[config.mk]
export PLATFORM = sky130hd
export DESIGN_NAME = pc_sequencer
export DESIGN_NICKNAME = d
export VERILOG_FILES = /design/src/rtl/pc_pkg.sv /design/src/rtl/pc_ras.sv /design/src/rtl/pc_sequencer.sv
export SDC_FILE = /design/constraint.sdc
export NUM_CORES = 1
export LEC_CHECK = 0
export ABC_CLOCK_PERIOD_IN_PS = 4600
export BUFFER_PORTS_ARGS = -buffer_cell sky130_fd_sc_hd__buf_2
export CORE_MARGIN = 4
export CORE_UTILIZATION = 55
export CTS_CLUSTER_SIZE = 25
export DETAILED_ROUTE_END_ITERATION = 6
export GPL_TIMING_DRIVEN = 0
export PLACE_DENSITY = 0.88
export RECOVER_POWER = 100
export SYNTH_ARGS = -nofsm -noshare
export SYNTH_HDL_FRONTEND = slang
export SYNTH_SLANG_ARGS = --single-unit
[constraint.sdc]
create_clock -name Clk -period 4.6 [get_ports Clk]
set_input_delay 0 -clock Clk [delete_from_list [all_inputs] [get_ports Clk]]
set_output_delay 0 -clock Clk [all_outputs]
set_load 0.02 [all_outputs]
[src/rtl/pc_pkg.sv]
// pc_pkg: shared state encoding, next-PC select codes and default vectors for pc_sequencer.
package pc_pkg;
    typedef enum logic [1:0] {PC_BOOT, PC_RUN, PC_HALT} pc_state_e;
    typedef enum logic [2:0] {SEL_HOLD, SEL_SEQ, SEL_TRAP, SEL_ERET, SEL_TARGET, SEL_RET} pc_sel_e;
    localparam logic [31:0] PC_RESET_VECTOR = 32'h0;
    localparam logic [31:0] PC_TRAP_VECTOR  = 32'h80;
endpackage

[src/rtl/pc_ras.sv]
// pc_ras: circular return-address stack; a push when full overwrites the oldest entry.
module pc_ras #(
    parameter int WIDTH = 32,
    parameter int DEPTH = 4
) (
    input  logic             Clk,
    input  logic             Reset,
    input  logic             push_i,
    input  logic             pop_i,
    input  logic [WIDTH-1:0] data_i,
    output logic [WIDTH-1:0] top_o,
    output logic             empty_o,
    output logic             full_o
);
    localparam int PW = $clog2(DEPTH);
    logic [WIDTH-1:0] mem_q [DEPTH];
    logic [PW-1:0]    ptr_q;
    logic [PW:0]      cnt_q;
    assign top_o   = mem_q[ptr_q];
    assign empty_o = cnt_q == '0;
    assign full_o  = cnt_q == (PW+1)'(DEPTH);
    always_ff @(posedge Clk or posedge Reset) begin
        if (Reset) begin
            ptr_q <= '0;
            cnt_q <= '0;
            for (int i = 0; i < DEPTH; i++) mem_q[i] <= '0;
        end else if (push_i && pop_i && !empty_o) begin
            mem_q[ptr_q] <= data_i;
        end else if (push_i) begin
            ptr_q                <= ptr_q + 1'b1;
            mem_q[ptr_q + 1'b1]  <= data_i;
            if (!full_o) cnt_q   <= cnt_q + 1'b1;
        end else if (pop_i && !empty_o) begin
            ptr_q <= ptr_q - 1'b1;
            cnt_q <= cnt_q - 1'b1;
        end
    end
endmodule

[src/rtl/pc_sequencer.sv]
// pc_sequencer: fetch PC with trap/eret/redirect/return selection, stall and halt control.
// Define PC_RAS_EN to let Ret take its destination from an internal return-address stack.
module pc_sequencer
    import pc_pkg::*;
#(
    parameter int               WIDTH        = 32,
    parameter int               INC          = 4,
    parameter logic [WIDTH-1:0] RESET_VECTOR = WIDTH'(PC_RESET_VECTOR),
    parameter logic [WIDTH-1:0] TRAP_VECTOR  = WIDTH'(PC_TRAP_VECTOR),
    parameter int               RAS_DEPTH    = 4
) (
    input  logic             Clk,
    input  logic             Reset,
    input  logic             FetchReady,
    input  logic             Stall,
    input  logic             Halt,
    input  logic             Resume,
    input  logic             Redirect,
    input  logic [WIDTH-1:0] Target,
    input  logic             Call,
    input  logic             Ret,
    input  logic [WIDTH-1:0] RetTarget,
    input  logic             Trap,
    input  logic             Eret,
    output logic [WIDTH-1:0] Address,
    output logic             FetchValid,
    output logic [WIDTH-1:0] EPC
);
    pc_state_e        state_q, state_d;
    pc_sel_e          sel;
    logic [WIDTH-1:0] addr_q, addr_d, epc_q, epc_d, ret_pc;
    // A Halt in RUN freezes the PC for that cycle unless a Trap overrides it.
    always_comb begin
        sel     = SEL_HOLD;
        state_d = state_q;
        if (Trap) begin
            sel     = SEL_TRAP;
            state_d = PC_RUN;
        end else if (state_q == PC_BOOT) begin
            state_d = PC_RUN;
        end else if (state_q == PC_HALT) begin
            state_d = Resume ? PC_RUN : PC_HALT;
        end else if (Halt) begin
            state_d = PC_HALT;
        end else begin
            sel = Eret ? SEL_ERET : Redirect ? SEL_TARGET : Ret ? SEL_RET :
                  (Stall || !FetchReady) ? SEL_HOLD : SEL_SEQ;
        end
        addr_d = sel == SEL_TRAP   ? TRAP_VECTOR :
                 sel == SEL_ERET   ? epc_q :
                 sel == SEL_TARGET ? Target :
                 sel == SEL_RET    ? ret_pc :
                 sel == SEL_SEQ    ? addr_q + WIDTH'(INC) : addr_q;
        epc_d  = sel == SEL_TRAP ? addr_q : epc_q;
    end
`ifdef PC_RAS_EN
    logic             ras_push, ras_pop, ras_empty, ras_full_unused;
    logic [WIDTH-1:0] ras_top;
    assign ras_push = sel == SEL_TARGET && Call;
    assign ras_pop  = sel == SEL_RET || (ras_push && Ret);
    assign ret_pc   = ras_empty ? RetTarget : ras_top;
    pc_ras #(.WIDTH(WIDTH), .DEPTH(RAS_DEPTH)) u_ras (
        .Clk    (Clk),
        .Reset  (Reset),
        .push_i (ras_push),
        .pop_i  (ras_pop),
        .data_i (addr_q + WIDTH'(INC)),
        .top_o  (ras_top),
        .empty_o(ras_empty),
        .full_o (ras_full_unused)
    );
`else
    logic unused_call;
    assign unused_call = Call & (RAS_DEPTH > 0);
    assign ret_pc      = RetTarget;
`endif
    always_ff @(posedge Clk or posedge Reset) begin
        if (Reset) begin
            state_q <= PC_BOOT;
            addr_q  <= RESET_VECTOR;
            epc_q   <= '0;
        end else begin
            state_q <= state_d;
            addr_q  <= addr_d;
            epc_q   <= epc_d;
        end
    end
    assign Address    = addr_q;
    assign FetchValid = state_q == PC_RUN;
    assign EPC        = epc_q;
endmodule

Word-level counts from Yosys, hierarchy flattened. Index checks and enable logic that the tools add are counted.

Reductions and logical operators: 5. Muxes and demuxes: 18. Equality and inequality tests: 7. Add/subtract/negate cells: 1.

Operators with widths (number): two-way mux 32 bit (5); adder 32 x 3 -> 32 bit (second input constant) (1); two-way mux 3 bit (7); two-way mux 2 bit (5); == test 3 x 2 -> 1 bit (second input constant) (2); == test 3 bit (second input constant) (2); nonzero test 5 bit (1); nonzero test 4 bit (1); == test 3 x 1 -> 1 bit (second input constant) (1); == test 2 x 1 -> 1 bit (second input constant) (1); == test 2 bit (second input constant) (1); logical NOT 2 bit (1); logical NOT 1 bit (1); logical OR 1 bit (1); two-way mux 1 bit (1).

Input bits: 75. Register bits after elaboration: 66. Word-level logic and storage cells: 34. Output and inout bits: 65.

Depth between registers and ports, before layout.
Word-level depth: 16. Mapped depth: 7. Gate-level depth less buffers: 6.

Least setup slack after synthesis. No wires, ideal clock.

Path type: register to register. From: register addr_q[2] (netlist: Address[2]). To: register addr_q[14] (netlist: Address[14]). Library setup time: 73 ps. Arrival time: 1939 ps. Cell stages (with the launch flop): 8. Slack: 2587 ps. Path buffers: 1. Period minus slack after synthesis: 2013 ps. Required time: 4527 ps. Path through: dfrtp_1 ha_1 and4_1 buf_2 and3_1 and4_1 or3_1 a21oi_2.

Word-level cells in the longest chain between the ends: 6.

RTL lines: start: declaration (RTL line pc_sequencer.sv:31) `logic [WIDTH-1:0] addr_q, addr_d, epc_q, epc_d, ret_pc;`; start signal: assignment (RTL line pc_sequencer.sv:84) `addr_q <= addr_d;`; adder 32 x 3 -> 32 bit (RTL line pc_sequencer.sv:53) `sel == SEL_SEQ ? addr_q + WIDTH'(INC) : addr_q;`; two-way mux 32 bit (RTL line pc_sequencer.sv:53); two-way mux 32 bit (RTL line pc_sequencer.sv:52) `sel == SEL_RET ? ret_pc :`; two-way mux 32 bit (RTL line pc_sequencer.sv:51) `sel == SEL_TARGET ? Target :`; two-way mux 32 bit (RTL line pc_sequencer.sv:50) `sel == SEL_ERET ? epc_q :`; two-way mux 32 bit (RTL line pc_sequencer.sv:49) `addr_d = sel == SEL_TRAP ? TRAP_VECTOR :`.

No other way between the ends. The select of a mux whose other input is x is not followed. A chain may end at the register's enable or synchronous reset.

Worst setup path in the final report.
From: register state_q[0]. To: register addr_q[13] (netlist: Address[13]).

Word-level cells in the longest chain between the ends: 9. Elaborated cells between the ends (all ways): 15. Classes of those cells: 6 x eq/ne; 7 x mux; 2 x reduce/logical.

RTL lines: start: declaration (RTL line pc_sequencer.sv:29) `pc_state_e state_q, state_d;`; start signal: assignment (RTL line pc_sequencer.sv:83) `state_q <= state_d;`; == test 2 bit (RTL line pc_sequencer.sv:41) `end else if (state_q == PC_HALT) begin`; two-way mux 3 bit (RTL line pc_sequencer.sv:41); two-way mux 3 bit (*) (RTL line pc_sequencer.sv:39) `end else if (state_q == PC_BOOT) begin`; two-way mux 3 bit (*) (RTL line pc_sequencer.sv:36) `if (Trap) begin`; == test 3 bit (RTL line pc_sequencer.sv:52); two-way mux 32 bit (RTL line pc_sequencer.sv:52); two-way mux 32 bit (RTL line pc_sequencer.sv:51); two-way mux 32 bit (RTL line pc_sequencer.sv:50); two-way mux 32 bit (RTL line pc_sequencer.sv:49).

Mark *: on every way between the ends. The rest lies on a longest branch, timed or not.

==> results.cfg <==
[layout]
final_common_cell = clkbuf_1
drive_gt1_share_pct = 23.29
num-fill-cells = 636
fin_nets = 672
synthToLayoutAreaGrowth_pct = 22.74
final_cell_mix = clkbuf_1 (82), buf_2 (77), dfrtp_1 (66)
diodes = 0

[die]
core-area_sq_mm = 0.007331
rows = 31
initial_core_util_pct = 57.48
die_y_um = 95.53
die_area_sq_mm = 0.009126
ios = 140
die-width_um = 95.53

[yosys]
seq_area_frac_synth_pct = 39.19
synth_cell_type_count = 69
synth_area_leaders = dfrtp_1 (39%), mux2_2 (9.4%), o21ai_0 (3.8%), nand2_1 (3.1%), a21oi_1 (2.9%)
postSynthCellCount = 443
synth_top_area_share_pct = 39.19
yosys_register_bits = 66
syn_area_sq_mm = 0.004214
synth.avg_cell_area_sq_um = 9.513
synthArstFlopShare_pct = 100.0
synth_flop_cell = dfrtp_1
yosys.area.top_type = dfrtp_1
yosysWarningCount = 0
synth_nets = 519
synth_edf_count = 0

[route]
wl_met2_mm = 7.296
drt-total-wl_mm = 15.75
met1_length_mm = 6.344
wl_met3_mm = 1.640
post_drt_wl_per_cell_um = 22.49
dr.pass1.iters = 5
dr.max_layer_used = met4
drtAntennaViolNets = 0
drc = 0
drt-initial-drc-count = 478
vias = 4639
viasPerCell = 6.627

[clock_network]
cts_sinks = 66
htreeDepth = 3
post-cts-setup-buffers = 0
clk_latency_ns = 0.36
cts_resized = 0
hold_buffers = 7
cts_tree = yes
cts-root-buf = clkbuf_8
clkSlewWorstSetupHoldPaths_ns = 0.08
cts_buffers = 9
clk_path_buf_depth = 2

[setup_path]
path_max_fanout = 10
arrival_ns = 3.74
critPathTopFamily = simple AND/OR/NAND/NOR gates
r2r_cells = 5
start_kind = flop
worstReg2RegEnd = Address[13]$_DFFE_PP0P_
required_ns = 4.81
critPathBufInv = 1
reg2reg_slack_ns = 1.07
critPathKind = reg2reg
reg2reg_from = state_q[0]$_DFFE_PP0P_
slowest_stage = nor4b_1
cp_cell_sequence = nor4b_1 > o21ai_0 > clkbuf_1 > o221ai_1 > o22ai_1
endpoint_kind = flop
cpPeakStageDelay_ns = 1.29

[sta]
min_period_over_period_pct = 76.74
min_period_ns = 3.530
finalSetupViolations = 0
rsz0062_at_grt = false
worstMarginPinSlew_ns = 3.015
clock.fmax_ghz = 0.2833
clock_skew_ns = 0.01200
fin_tns_setup_ns = 0
slew-limit-headroom_pct = -102.1
maxSlewViolCount = 76
hold_viol = 0
setup_ws_ns = 1.070

[place]
place_congestion = 0.9830
dpl_worst_slack_ns = 2.202
hpwl_mm = 11.30
portBuffers = 135

[grt]
grt_start_max_net_pins = 67
overflow = 0
grt_pass1_wl_mm = 23.93
antenna_found_initial = 0
grt_usage_pct = 34.90
grt_pass1_vias = 4449

[run_status]
status = complete, but fails checks
violations = max-capacitance violations, max-slew violations

[power]
power.density_mw_per_mm2 = 303.0
p_leak_nw = 2.193
vdd_drop_max_mv = 0.1792

[min_path]
hold_class = in2reg
hp-start = Target[27]
hold_depth = 3
hold_end = Address[27]$_DFFE_PP0P_

[run]
drv_cap = 2
per-stage QoR:
step	hold slack, ns	util, %	total power (W)	area [sq um]	instances
6_report	0.008553	70.56	0.001567	5172	700
2_1_floorplan	0.1451	-	0.0008634	4214	443
3_5_place_dp	0.2237	68.42	0.001001	5016	677
5_1_grt	0.03385	70.56	0.001617	5172	700
3_3_place_gp	0.2556	68.39	0.0009918	5014	677
4_1_cts	0.008925	72.50	0.001570	5315	700
per-layer routing:
layer,global-route usage [%],vias up
met1,46.09,2248
met5,0,-
met4,14.93,0
met2,56.11,330
li1,-,2019
met3,6.314,42
synth_stat cells, types with 5 or more instances:
| cell | instances |
|---|---|
| o221ai_1 | 13 |
| mux2_2 | 35 |
| o22ai_1 | 11 |
| o21ai_0 | 32 |
| xnor2_1 | 6 |
| nand4_1 | 12 |
| buf_2 | 9 |
| and4_1 | 8 |
| a21oi_1 | 24 |
| a211oi_1 | 6 |
| nand3_1 | 12 |
| clkbuf_1 | 10 |
| xor2_1 | 5 |
| o211ai_1 | 8 |
| nor2_1 | 15 |
| mux2i_1 | 6 |
| dfrtp_1 | 66 |
| nor3_1 | 7 |
| and2_1 | 7 |
| and3_1 | 9 |
| inv_1 | 14 |
| nand2_1 | 35 |
| nand2b_1 | 5 |
| nor2b_1 | 8 |
| a22oi_1 | 12 |
cells by family (layout without fill, tap and decap cells):
kind of cell	count (synthesis)	in the layout	synth area share, %
compound gates	142	142	23.28
xor+xnor	11	11	2.286
fa+ha+maj	1	1	0.2969
buf+inv	41	199	4.275
flops	66	66	39.19
mux	41	41	10.78
simple gates	141	141	19.89
power by group:
| group | switching [W] | total (W) | internal (W) |
|---|---|---|---|
| Clock | 0.000244 | 0.000579 | 0.000335 |
| Combinational | 0.000205 | 0.000321 | 0.000116 |
| Sequential | 0.0000491 | 0.000667 | 0.000618 |
| Total | 0.000498 | 0.00157 | 0.00107 |
flip-flops by register name (all words and copies together), names as in the netlist:
signal,flops
Address,32
EPC,32
state_q,2
worst max-delay path by stage:
| stage | slack, ns | end | start | depth (start not counted) |
|---|---|---|---|---|
| after floorplan | 2.59 | Address[14]$_DFFE_PP0P_ | Address[2]$_DFFE_PP0P_ | 7 |
| after global placement | 2.09 | Address[13]$_DFFE_PP0P_ | Reset | 2 |
| after detailed placement | 2.20 | Address[16]$_DFFE_PP0P_ | state_q[0]$_DFFE_PP0P_ | 5 |
| after CTS | 2.02 | Address[11]$_DFFE_PP0P_ | state_q[0]$_DFFE_PP0P_ | 5 |
| after global routing | 1.08 | Address[13]$_DFFE_PP0P_ | state_q[0]$_DFFE_PP0P_ | 5 |
| final | 1.07 | Address[13]$_DFFE_PP0P_ | state_q[0]$_DFFE_PP0P_ | 5 |
area by class of cell:
type                    instances  area (sq um)  area share (%)
multi-input cells             336          2325           44.94
flip-flops and latches         66          1652           31.93
repair buffers                142         664.4           12.84
clock buffers                  12         155.1           3.000
well taps                      99         123.9           2.395
plain buffers                  26         121.4           2.346
clock inverters                 4         73.82           1.427
inverters                      15         57.56           1.113
worst min-delay path: stages:
cell and delay [ns]:
buf_2 0.11, o221ai_1 0.16, a211oi_1 0.05
Note: power is estimated with default switching activity, not from simulation.
